File: src/rtl/tft_region_if.sv
// Pixel-coordinate and region-request bundle between the TFT timing driver and the pixel mux.
// The master drives the coordinates; the slave (region decoder) returns one-hot requests and local counts.
interface tft_region_if;
  logic        tft_de;
  logic [10:0] tft_x;
  logic [10:0] tft_y;
  logic        frame_start;
  logic        tft_req_veneno;
  logic [10:0] hcount_veneno;
  logic [10:0] vcount_veneno;
  logic        tft_req_xiaofang;
  logic [10:0] hcount_xiaofang;
  logic [10:0] vcount_xiaofang;
  logic        tft_req_num;
  logic [10:0] hcount_num;
  logic [10:0] vcount_num;
  logic        tft_req_image;

  modport master (
    output tft_de, tft_x, tft_y, frame_start,
    input  tft_req_veneno, hcount_veneno, vcount_veneno,
    input  tft_req_xiaofang, hcount_xiaofang, vcount_xiaofang,
    input  tft_req_num, hcount_num, vcount_num, tft_req_image
  );

  modport slave (
    input  tft_de, tft_x, tft_y, frame_start,
    output tft_req_veneno, hcount_veneno, vcount_veneno,
    output tft_req_xiaofang, hcount_xiaofang, vcount_xiaofang,
    output tft_req_num, hcount_num, vcount_num, tft_req_image
  );
endinterface

File: src/rtl/tft_region_req.sv
// Decodes active-pixel coordinates into four one-hot, registered screen-region requests.
// Define XF_MOTION_EN to build the bouncing-logo FSM; otherwise the logo sits at XF_X0/XF_Y0.
module tft_region_req #(
  parameter int H_ACT   = 800,
  parameter int V_ACT   = 480,
  parameter int VEN_X0  = 16,  parameter int VEN_Y0 = 16,
  parameter int VEN_W   = 48,  parameter int VEN_H  = 16,
  parameter int XF_X0   = 400, parameter int XF_Y0  = 200,
  parameter int XF_W    = 32,  parameter int XF_H   = 32,
  parameter int NUM_X0  = 16,  parameter int NUM_Y0 = 40,
  parameter int NUM_W   = 8,   parameter int NUM_H  = 16,
  parameter int IMG_X0  = 240, parameter int IMG_Y0 = 120,
  parameter int IMG_W   = 320, parameter int IMG_H  = 240,
  parameter int XF_STEP = 2
) (
  input  logic         clk_vga,
  input  logic         rst,
  tft_region_if.slave  bus
);

  localparam logic [1:0] DOWN_RIGHT = 2'b00;
  localparam logic [1:0] DOWN_LEFT  = 2'b01;
  localparam logic [1:0] UP_RIGHT   = 2'b10;
  localparam logic [1:0] UP_LEFT    = 2'b11;

  localparam logic [10:0] XF_X0_C = 11'(XF_X0);
  localparam logic [10:0] XF_Y0_C = 11'(XF_Y0);

  function automatic logic in_rect(input logic [11:0] px, input logic [11:0] py,
                                   input logic [11:0] x0, input logic [11:0] y0,
                                   input logic [11:0] w,  input logic [11:0] h);
    return (px >= x0) && (px < x0 + w) && (py >= y0) && (py < y0 + h);
  endfunction

  logic [10:0] xf_x, xf_y;

`ifdef XF_MOTION_EN
  localparam logic [11:0] STEP  = 12'(XF_STEP);
  localparam logic [10:0] X_MAX = 11'(H_ACT - XF_W);
  localparam logic [10:0] Y_MAX = 11'(V_ACT - XF_H);

  logic [10:0] xf_x_q, xf_x_d, xf_y_q, xf_y_d;
  logic [1:0]  dir_q, dir_d;
  logic        left_c, up_c, left_n, up_n;

  always_comb begin
    left_c = (dir_q == DOWN_LEFT) || (dir_q == UP_LEFT);
    up_c   = (dir_q == UP_RIGHT)  || (dir_q == UP_LEFT);
    left_n = left_c;
    up_n   = up_c;
    xf_x_d = xf_x_q;
    xf_y_d = xf_y_q;
    if (bus.frame_start) begin
      // Clamp to the edge on overshoot and reverse that axis in the same update.
      if (!left_c) begin
        if ({1'b0, xf_x_q} + STEP > {1'b0, X_MAX}) begin xf_x_d = X_MAX; left_n = 1'b1; end
        else xf_x_d = xf_x_q + STEP[10:0];
      end else if ({1'b0, xf_x_q} < STEP) begin xf_x_d = '0; left_n = 1'b0; end
      else xf_x_d = xf_x_q - STEP[10:0];
      if (!up_c) begin
        if ({1'b0, xf_y_q} + STEP > {1'b0, Y_MAX}) begin xf_y_d = Y_MAX; up_n = 1'b1; end
        else xf_y_d = xf_y_q + STEP[10:0];
      end else if ({1'b0, xf_y_q} < STEP) begin xf_y_d = '0; up_n = 1'b0; end
      else xf_y_d = xf_y_q - STEP[10:0];
    end
    case ({up_n, left_n})
      2'b00:   dir_d = DOWN_RIGHT;
      2'b01:   dir_d = DOWN_LEFT;
      2'b10:   dir_d = UP_RIGHT;
      default: dir_d = UP_LEFT;
    endcase
  end

  always_ff @(posedge clk_vga or posedge rst) begin
    if (rst) begin
      xf_x_q <= XF_X0_C;
      xf_y_q <= XF_Y0_C;
      dir_q  <= DOWN_RIGHT;
    end else begin
      xf_x_q <= xf_x_d;
      xf_y_q <= xf_y_d;
      dir_q  <= dir_d;
    end
  end

  assign xf_x = xf_x_q;
  assign xf_y = xf_y_q;
`else
  assign xf_x = XF_X0_C;
  assign xf_y = XF_Y0_C;
`endif

  logic [11:0] px, py;
  logic        hit_ven, hit_xf, hit_num, hit_img;
  logic        req_ven_d, req_xf_d, req_num_d, req_img_d;
  logic        req_ven_q, req_xf_q, req_num_q, req_img_q;
  logic [10:0] hv_d, vv_d, hx_d, vx_d, hn_d, vn_d;
  logic [10:0] hv_q, vv_q, hx_q, vx_q, hn_q, vn_q;

  assign px      = {1'b0, bus.tft_x};
  assign py      = {1'b0, bus.tft_y};
  assign hit_ven = in_rect(px, py, 12'(VEN_X0), 12'(VEN_Y0), 12'(VEN_W), 12'(VEN_H));
  assign hit_xf  = in_rect(px, py, {1'b0, xf_x}, {1'b0, xf_y}, 12'(XF_W), 12'(XF_H));
  assign hit_num = in_rect(px, py, 12'(NUM_X0), 12'(NUM_Y0), 12'(NUM_W), 12'(NUM_H));
  assign hit_img = in_rect(px, py, 12'(IMG_X0), 12'(IMG_Y0), 12'(IMG_W), 12'(IMG_H));

  // Priority chain keeps the requests one-hot; only the winner gets non-zero counts.
  always_comb begin
    {req_ven_d, req_xf_d, req_num_d, req_img_d} = '0;
    {hv_d, vv_d, hx_d, vx_d, hn_d, vn_d} = '0;
    if (bus.tft_de) begin
      if (hit_img) req_img_d = 1'b1;
      else if (hit_num) begin
        req_num_d = 1'b1;
        hn_d = bus.tft_x - 11'(NUM_X0);
        vn_d = bus.tft_y - 11'(NUM_Y0);
      end else if (hit_xf) begin
        req_xf_d = 1'b1;
        hx_d = bus.tft_x - xf_x;
        vx_d = bus.tft_y - xf_y;
      end else if (hit_ven) begin
        req_ven_d = 1'b1;
        hv_d = bus.tft_x - 11'(VEN_X0);
        vv_d = bus.tft_y - 11'(VEN_Y0);
      end
    end
  end

  always_ff @(posedge clk_vga or posedge rst) begin
    if (rst) begin
      {req_ven_q, req_xf_q, req_num_q, req_img_q} <= '0;
      {hv_q, vv_q, hx_q, vx_q, hn_q, vn_q} <= '0;
    end else begin
      {req_ven_q, req_xf_q, req_num_q, req_img_q} <= {req_ven_d, req_xf_d, req_num_d, req_img_d};
      {hv_q, vv_q, hx_q, vx_q, hn_q, vn_q} <= {hv_d, vv_d, hx_d, vx_d, hn_d, vn_d};
    end
  end

  assign bus.tft_req_veneno   = req_ven_q;
  assign bus.hcount_veneno    = hv_q;
  assign bus.vcount_veneno    = vv_q;
  assign bus.tft_req_xiaofang = req_xf_q;
  assign bus.hcount_xiaofang  = hx_q;
  assign bus.vcount_xiaofang  = vx_q;
  assign bus.tft_req_num      = req_num_q;
  assign bus.hcount_num       = hn_q;
  assign bus.vcount_num       = vn_q;
  assign bus.tft_req_image    = req_img_q;

endmodule
File: src/flat_wrapper.sv
// flat-port wrapper written by rule: the top's interface ports become plain ports
module tft_region_req_flat 
#(
  parameter int H_ACT   = 800,
  parameter int V_ACT   = 480,
  parameter int VEN_X0  = 16,  parameter int VEN_Y0 = 16,
  parameter int VEN_W   = 48,  parameter int VEN_H  = 16,
  parameter int XF_X0   = 400, parameter int XF_Y0  = 200,
  parameter int XF_W    = 32,  parameter int XF_H   = 32,
  parameter int NUM_X0  = 16,  parameter int NUM_Y0 = 40,
  parameter int NUM_W   = 8,   parameter int NUM_H  = 16,
  parameter int IMG_X0  = 240, parameter int IMG_Y0 = 120,
  parameter int IMG_W   = 320, parameter int IMG_H  = 240,
  parameter int XF_STEP = 2
)
  (clk_vga, rst, bus_tft_de, bus_tft_x, bus_tft_y, bus_frame_start, bus_tft_req_veneno, bus_hcount_veneno, bus_vcount_veneno, bus_tft_req_xiaofang, bus_hcount_xiaofang, bus_vcount_xiaofang, bus_tft_req_num, bus_hcount_num, bus_vcount_num, bus_tft_req_image);
  tft_region_if bus_i ();
  input  logic clk_vga;
  input  logic rst;
  input wire logic [$bits(bus_i.tft_de)-1:0] bus_tft_de;
  input wire logic [$bits(bus_i.tft_x)-1:0] bus_tft_x;
  input wire logic [$bits(bus_i.tft_y)-1:0] bus_tft_y;
  input wire logic [$bits(bus_i.frame_start)-1:0] bus_frame_start;
  output wire logic [$bits(bus_i.tft_req_veneno)-1:0] bus_tft_req_veneno;
  output wire logic [$bits(bus_i.hcount_veneno)-1:0] bus_hcount_veneno;
  output wire logic [$bits(bus_i.vcount_veneno)-1:0] bus_vcount_veneno;
  output wire logic [$bits(bus_i.tft_req_xiaofang)-1:0] bus_tft_req_xiaofang;
  output wire logic [$bits(bus_i.hcount_xiaofang)-1:0] bus_hcount_xiaofang;
  output wire logic [$bits(bus_i.vcount_xiaofang)-1:0] bus_vcount_xiaofang;
  output wire logic [$bits(bus_i.tft_req_num)-1:0] bus_tft_req_num;
  output wire logic [$bits(bus_i.hcount_num)-1:0] bus_hcount_num;
  output wire logic [$bits(bus_i.vcount_num)-1:0] bus_vcount_num;
  output wire logic [$bits(bus_i.tft_req_image)-1:0] bus_tft_req_image;
  assign bus_i.tft_de = bus_tft_de;
  assign bus_i.tft_x = bus_tft_x;
  assign bus_i.tft_y = bus_tft_y;
  assign bus_i.frame_start = bus_frame_start;
  assign bus_tft_req_veneno = bus_i.tft_req_veneno;
  assign bus_hcount_veneno = bus_i.hcount_veneno;
  assign bus_vcount_veneno = bus_i.vcount_veneno;
  assign bus_tft_req_xiaofang = bus_i.tft_req_xiaofang;
  assign bus_hcount_xiaofang = bus_i.hcount_xiaofang;
  assign bus_vcount_xiaofang = bus_i.vcount_xiaofang;
  assign bus_tft_req_num = bus_i.tft_req_num;
  assign bus_hcount_num = bus_i.hcount_num;
  assign bus_vcount_num = bus_i.vcount_num;
  assign bus_tft_req_image = bus_i.tft_req_image;
  tft_region_req #(.H_ACT(H_ACT), .V_ACT(V_ACT), .VEN_X0(VEN_X0), .VEN_Y0(VEN_Y0), .VEN_W(VEN_W), .VEN_H(VEN_H), .XF_X0(XF_X0), .XF_Y0(XF_Y0), .XF_W(XF_W), .XF_H(XF_H), .NUM_X0(NUM_X0), .NUM_Y0(NUM_Y0), .NUM_W(NUM_W), .NUM_H(NUM_H), .IMG_X0(IMG_X0), .IMG_Y0(IMG_Y0), .IMG_W(IMG_W), .IMG_H(IMG_H), .XF_STEP(XF_STEP)) u_core (.clk_vga(clk_vga), .rst(rst), .bus(bus_i));
endmodule
File: config.mk
export PLATFORM = sky130hd
export DESIGN_NAME = tft_region_req_flat
export DESIGN_NICKNAME = d
export VERILOG_FILES = /design/src/rtl/tft_region_if.sv /design/src/rtl/tft_region_req.sv /design/src/flat_wrapper.sv
export SDC_FILE = /design/constraint.sdc
export NUM_CORES = 1
export LEC_CHECK = 0
export ABC_AREA = 1
export CAP_MARGIN = 30
export CORE_MARGIN = 4
export CORE_UTILIZATION = 42
export CTS_CLUSTER_DIAMETER = 200
export DETAILED_ROUTE_END_ITERATION = 7
export PLACE_DENSITY = 0.75
export REMOVE_ABC_BUFFERS = 1
export SLEW_MARGIN = 0
export SYNTH_ARGS = -nofsm -noshare
export SYNTH_HDL_FRONTEND = slang
export SYNTH_SLANG_ARGS = --single-unit
File: constraint.sdc
create_clock -name clk_vga -period 3.9 [get_ports clk_vga]
set_clock_uncertainty 0.2 [all_clocks]
set_input_delay 0.585 -clock clk_vga [delete_from_list [all_inputs] [get_ports clk_vga]]
set_output_delay 0.585 -clock clk_vga [all_outputs]
set_load 0.05 [all_outputs]
Word level (Yosys, flattened, before mapping)
Index checks and enable logic that the tools add are counted.
{ "word_totals": {"reg_bits": 70, "inputBits": 26, "output_inout_bits": 70} }
{ "classes": {"n_addsub": 5, "n_lt_le_gt_ge": 15, "mux": 38, "reduce_logical": 12} }
{ "op_table": {"columns": ["op", "n"], "rows": [
  ["two-way mux 11 bit", 24],
  ["greater-or-equal comparator 11 x 5 -> 1 bit (second input constant)", 2],
  ["greater-or-equal comparator 11 x 8 -> 1 bit (second input constant)", 2],
  ["< comparator 11 x 6 -> 1 bit (second input constant)", 2],
  ["< comparator 11 x 9 -> 1 bit (second input constant)", 2],
  ["subtractor 11 x 5 -> 11 bit (second input constant)", 2],
  ["two-way mux 1 bit", 14],
  ["logical AND 1 bit", 12],
  ["greater-or-equal comparator 11 x 6 -> 1 bit (second input constant)", 1],
  ["greater-or-equal comparator 11 x 7 -> 1 bit (second input constant)", 1],
  ["greater-or-equal comparator 11 x 9 -> 1 bit (second input constant)", 1],
  ["< comparator 11 x 10 -> 1 bit (second input constant)", 1],
  ["< comparator 11 x 5 -> 1 bit (second input constant)", 1],
  ["< comparator 11 x 7 -> 1 bit (second input constant)", 1],
  ["< comparator 11 x 8 -> 1 bit (second input constant)", 1],
  ["subtractor 11 x 6 -> 11 bit (second input constant)", 1],
  ["subtractor 11 x 8 -> 11 bit (second input constant)", 1],
  ["subtractor 11 x 9 -> 11 bit (second input constant)", 1]
]} }

Logic depth before layout (Yosys ltp)
{ "logic_depth": {"ltp_word": 9, "ltp_mapped": 11, "ltp_nobuf": 10} }

Worst setup path before layout
OpenSTA, ideal clock, no wires.
{ "synth_path": {"path_type": "in2reg", "startpoint": "input port bus_tft_y[4]", "endpoint": "register u_core.vv_q[7] (netlist: u_core.bus.vcount_veneno[7])", "arrival_ns": 1.610, "t_required_ns": 3.614, "setup_slack_ns": 2.004, "path_stages": 9, "n_path_buf": 1, "path_cell_list": "inv_1 ha_1 nor2_2 nor2_1 nand2_2 nand3_2 nand2_1 buf_2 nor3_1"} }
{ "synth_via": {"elab_chain_cells": 8, "elab_cells_between_ends": 22} }
{ "synth_lines": {"columns": ["element", "line", "text"], "rows": [
  ["from (decl)", "flat_wrapper.sv:22", "input wire logic [$bits(bus_i.tft_y)-1:0] bus_tft_y;"],
  ["greater-or-equal comparator 11 x 5 -> 1 bit", "tft_region_req.sv:32", "return (px >= x0) && (px < x0 + w) && (py >= y0) && (py < y0 + h);"],
  ["logical AND 1 bit (2 in series)", "tft_region_req.sv:32", null],
  ["two-way mux 11 bit", "tft_region_req.sv:121", "end else if (hit_ven) begin"],
  ["two-way mux 11 bit", "tft_region_req.sv:117", "end else if (hit_xf) begin"],
  ["two-way mux 11 bit", "tft_region_req.sv:113", "else if (hit_num) begin"],
  ["two-way mux 11 bit (*)", "tft_region_req.sv:112", "if (hit_img) req_img_d = 1'b1;"],
  ["two-way mux 11 bit (*)", "tft_region_req.sv:111", "if (bus.tft_de) begin"],
  ["via u_core.vv_d[7]", "tft_region_req.sv:97", "logic [10:0] hv_d, vv_d, hx_d, vx_d, hn_d, vn_d;"],
  ["to (signal assigned)", "tft_region_req.sv:135", "{hv_q, vv_q, hx_q, vx_q, hn_q, vn_q} <= {hv_d, vv_d, hx_d, vx_d, hn_d, vn_d};"],
  ["to (decl)", "tft_region_req.sv:98", "logic [10:0] hv_q, vv_q, hx_q, vx_q, hn_q, vn_q;"]
]} }
Mark *: on every way through the listed nets, which the timed path passes. The rest lies on a longest branch.

Final worst setup path
{ "layout_path": {"startpoint": "input port bus_tft_y[4]", "endpoint": "register u_core.hn_q[8] (netlist: u_core.bus.hcount_num[8])"} }
{ "layout_via": {"elab_chain_cells": 6, "elab_cells_between_ends": 11} }
{ "layout_lines": {"columns": ["element", "line"], "rows": [
  ["greater-or-equal comparator 11 x 6 -> 1 bit", "tft_region_req.sv:32"],
  ["logical AND 1 bit (2 in series)", "tft_region_req.sv:32"],
  ["two-way mux 11 bit", "tft_region_req.sv:113"],
  ["two-way mux 11 bit (*)", "tft_region_req.sv:112"],
  ["two-way mux 11 bit (*)", "tft_region_req.sv:111"],
  ["via u_core.hn_d[8]", "tft_region_req.sv:97"],
  ["to (signal assigned)", "tft_region_req.sv:135"],
  ["to (decl)", "tft_region_req.sv:98"]
]} }
Marks and branches as above.

==> out/results.md <==
| Item | Reported | Unit |
| --- | --- | --- |
| Status | finished clean | - |
| Classification of the worst setup path | input pin to flip-flop | - |
| Fraction of final layout cells with drive strength greater than 1 | 0.1253 | - |
| Most common cell after layout, fill and taps aside | clkdlybuf4s50_1 | - |
| Net total in the final layout | 407 | - |
| Pleak | 1.927 | nW |
| Switching part of the total power | 0.2608 | - |
| Mapped Avg Cell Area | 11.04 | um^2 |
| Number of I/O pins | 96 | - |
| Critical path data required time | 3.94 | ns |
| Transition at the pin with the smallest max-transition slack | 0.8336 | ns |
| CTS Buf Count | 9 | - |
| Slowest cell on the critical path | clkdlybuf4s50_1 | - |
| DRC violation count after routing | 0 | - |
| Unrepaired setup endpoints after global routing | no | - |
| Sequential area share after synthesis | 0.6449 | - |
| Number of max-slew violations in the final report | 0 | - |
| Aggregate routed wire length | 5.502 | mm |
| Part of the power in registers | 0.516 | - |
| Startpoint type of the worst setup path | input pin | - |
| Switch Pwr | 375.0 | uW |
| Final critical-path required period | 2.819 | ns |
| Clock tree from TritonCTS | yes | - |
| Count of non-filler cells in the finished layout | 452 | - |
| Clock Tree Root | clkbuf_8 | - |
| Share of the cycle needed by the critical path after routing | 0.7229 | - |
| Number of global-route vias before repair | 1891 | - |
| Total Die Area | 7818 | um^2 |
| Number of setup buffers added after CTS | 0 | - |
| Overall power consumption | 1.438 | mW |
| Post-Place Worst Slack | 0.7530 | ns |
| Remaining number of nets flagged by the antenna check after routing | 0 | - |
| Pin count of the biggest net entering global routing | 50 | - |
| Routed len/inst | 12.17 | um |
| Flops & latches, synth | 70 | - |
| Number of vias after detailed routing | 1927 | - |
| Initial Util | 0.4302 | - |
| Global Route Usage Sum | 0.1472 | - |
| Endpoint of the most critical setup path | u_core.bus.hcount_num[8] | - |
| Maximum count of clock buffers along a single path | 2 | - |
| Number of levels the H-tree was split into | 3 | - |
| Overall die height | 88.42 | um |
| Kind of end point of the critical path | flip-flop | - |
| Maximum clock frequency | 0.3547 | GHz |
| Endpoints failing setup | 0 | - |
| CP startpoint | bus_tft_y[4] | - |
| Tightest Hold Check Type | input pin to async pin | - |
| Max transition margin | 0.4429 | - |
| GPL Wtd Cong | 0.7716 | - |
| Number of detailed-route iterations in the first pass | 4 | - |
| Initial antenna violation count | 0 | - |
| # clock sinks | 70 | - |
| Warning count from the yosys run | 0 | - |
| Cell breakdown of the critical path | clkdlybuf4s50_1 -> inv_1 -> ha_1 -> nor2_2 -> nor2_1 -> nand2_2 -> nand3_2 -> nor2_2 -> nand3_2 -> nor2_1 | - |
| Summed instance area of the synthesized netlist | 2716 | um^2 |
| Antenna diode instance count | 0 | - |
| Floorplan die width | 88.42 | um |
| Proportion of power drawn by combinational gates | 0.122 | - |
| Post-Syn Instances | 246 | - |
| Largest stage delay on the critical path | 0.62 | ns |
| Final hold violations | 0 | - |
| Data arrival time of the worst path | 2.86 | ns |
| VDD IR max | 0.2465 | mV |
| Post-DP HPWL | 4.048 | mm |
| Area Growth Syn to Fin | 46.71 | % |
| Fraction of power consumed by the clock network | 0.362 | - |
| Number of inserted filler cells in the final layout | 529 | - |
| Cell row count | 29 | - |
| Post-layout worst setup margin | 1.081 | ns |
| Crit Path Max Fanout | 22 | - |
| Number of gates resized after CTS | 0 | - |
| Via density | 4.263 | - |
| Distinct cell type count of the synthesized netlist | 24 | - |
| Setup TNS | 0 | ns |
| Number of buffers inserted by hold repair at cts | 0 | - |
| Final global-route overflow total | 0 | - |
| Clock slew at reported path FFs | 0.07 | ns |
| Pwr Density | 360.8 | nW/um^2 |
| Global-route wire length before repair | 8.707 | mm |
| Iter 0 DRT Violations | 49 | - |
| Internal power component | 1.063 | mW |
| Cell total after placement | 436 | - |
| Floorplan Core Area | 6314 | um^2 |
| Commonest non-fill, non-tap cells in the layout | clkdlybuf4s50_1 (94), dfrtp_1 (70), nor2_1 (33), nand2_1 (29), inv_1 (26) | - |
| MaxCap Viol Count | 0 | - |
| Count of buffers inserted at the top-level ports | 94 | - |
==> Yosys cell counts <==
library cell | instances | area (um^2)
nand4_1 | 2 | 12.51
ha_1 | 11 | 137.6
nor2_4 | 1 | 11.26
a21oi_1 | 1 | 5.000
nand2_1 | 29 | 108.9
nor3_2 | 2 | 20.02
buf_2 | 2 | 10.01
nor2_2 | 17 | 106.4
buf_6 | 4 | 45.04
nand2_2 | 2 | 12.51
inv_1 | 27 | 101.4
nor2_1 | 33 | 123.9
inv_2 | 2 | 7.510
conb_1 | 1 | 3.750
xor2_1 | 6 | 52.55
a21oi_2 | 1 | 8.760
xnor2_1 | 3 | 26.28
o21ai_0 | 1 | 5.000
nand3_1 | 4 | 20.02
dfrtp_1 | 70 | 1752
nand3_2 | 2 | 20.02
or2_2 | 1 | 6.260
nor3_1 | 23 | 115.1
o21ai_1 | 1 | 5.000
==> metrics by stage <==
| step | cell area [um^2] | util | hold WS, ns |
|---|---|---|---|
| floorplan | 2748 | - | 0.4453 |
| global placement | 3800 | 0.6019 | 0.7300 |
| detailed placement | 3800 | 0.6019 | 0.7523 |
| CTS | 3985 | 0.6312 | 0.3934 |
| global route | 3985 | 0.6312 | 0.4069 |
| finish | 3985 | 0.6312 | 0.3921 |
==> worst max-delay path: cells and delay by family <==
| kind | cells | cell delay, ns |
|---|---|---|
| adders and majority gates | 1 | 0.27 |
| and+or+nand+nor | 7 | 1.21 |
| buffers and inverters | 2 | 0.80 |
==> final cells by class <==
class                      instances  area (um^2)  area share
clock buffer                      11        151.4     0.03799
multi-input combinational        164        887.1      0.2226
timing repair buffer              96        955.9      0.2399
sequential                        70         1752      0.4396
clock inverter                     5        33.78    0.008477
inverter                          29        108.9     0.02732
tap                               77        96.34     0.02418
==> cells by family after synthesis <==
group	synth area share
buffers and inverters	0.06034
AO/OA/AOI/OAI	0.008747
XOR/XNOR	0.02902
adder cells (fa/ha/maj)	0.05067
AND/OR/NAND/NOR	0.2050
flip-flops	0.6449
other	0.001381
==> state kept, by name, summed over array words and instances, names as in the netlist <==
signal / count
u_core.bus.hcount_num: 11
u_core.bus.hcount_veneno: 11
u_core.bus.hcount_xiaofang: 11
u_core.bus.vcount_num: 11
u_core.bus.vcount_veneno: 11
u_core.bus.vcount_xiaofang: 11
u_core.bus.tft_req_image: 1
u_core.bus.tft_req_num: 1
u_core.bus.tft_req_veneno: 1
u_core.bus.tft_req_xiaofang: 1
==> per-layer routing <==
layer,GRT usage,vias up,share of wire
li1,-,977,-
met1,0.1837,882,0.43
met2,0.2393,64,0.48
met3,0.04655,4,0.082
met4,0.05769,0,0.0089
met5,0,-,0
==> power groups by stage <==
stage,registers [mW],clock network (mW),logic (mW)
after global routing,0.742,0.574,0.193
after CTS,0.742,0.539,0.177
after global placement,0.755,0,0.174
after floorplan,0.803,0,0.0535
final,0.742,0.521,0.175
after detailed placement,0.756,0,0.176
==> worst min-delay path by stage <==
stage | from | end | depth (start not counted)
2_1_floorplan | bus_tft_y[3] | u_core.bus.vcount_num[3] | 1
3_3_place_gp | rst | u_core.bus.vcount_xiaofang[5] | 2
3_5_place_dp | rst | u_core.bus.hcount_xiaofang[4] | 2
4_1_cts | rst | u_core.bus.hcount_num[2] | 2
5_1_grt | rst | u_core.bus.vcount_xiaofang[4] | 2
6_report | rst | u_core.bus.hcount_num[2] | 2
Power figures use the tool's default switching activity.
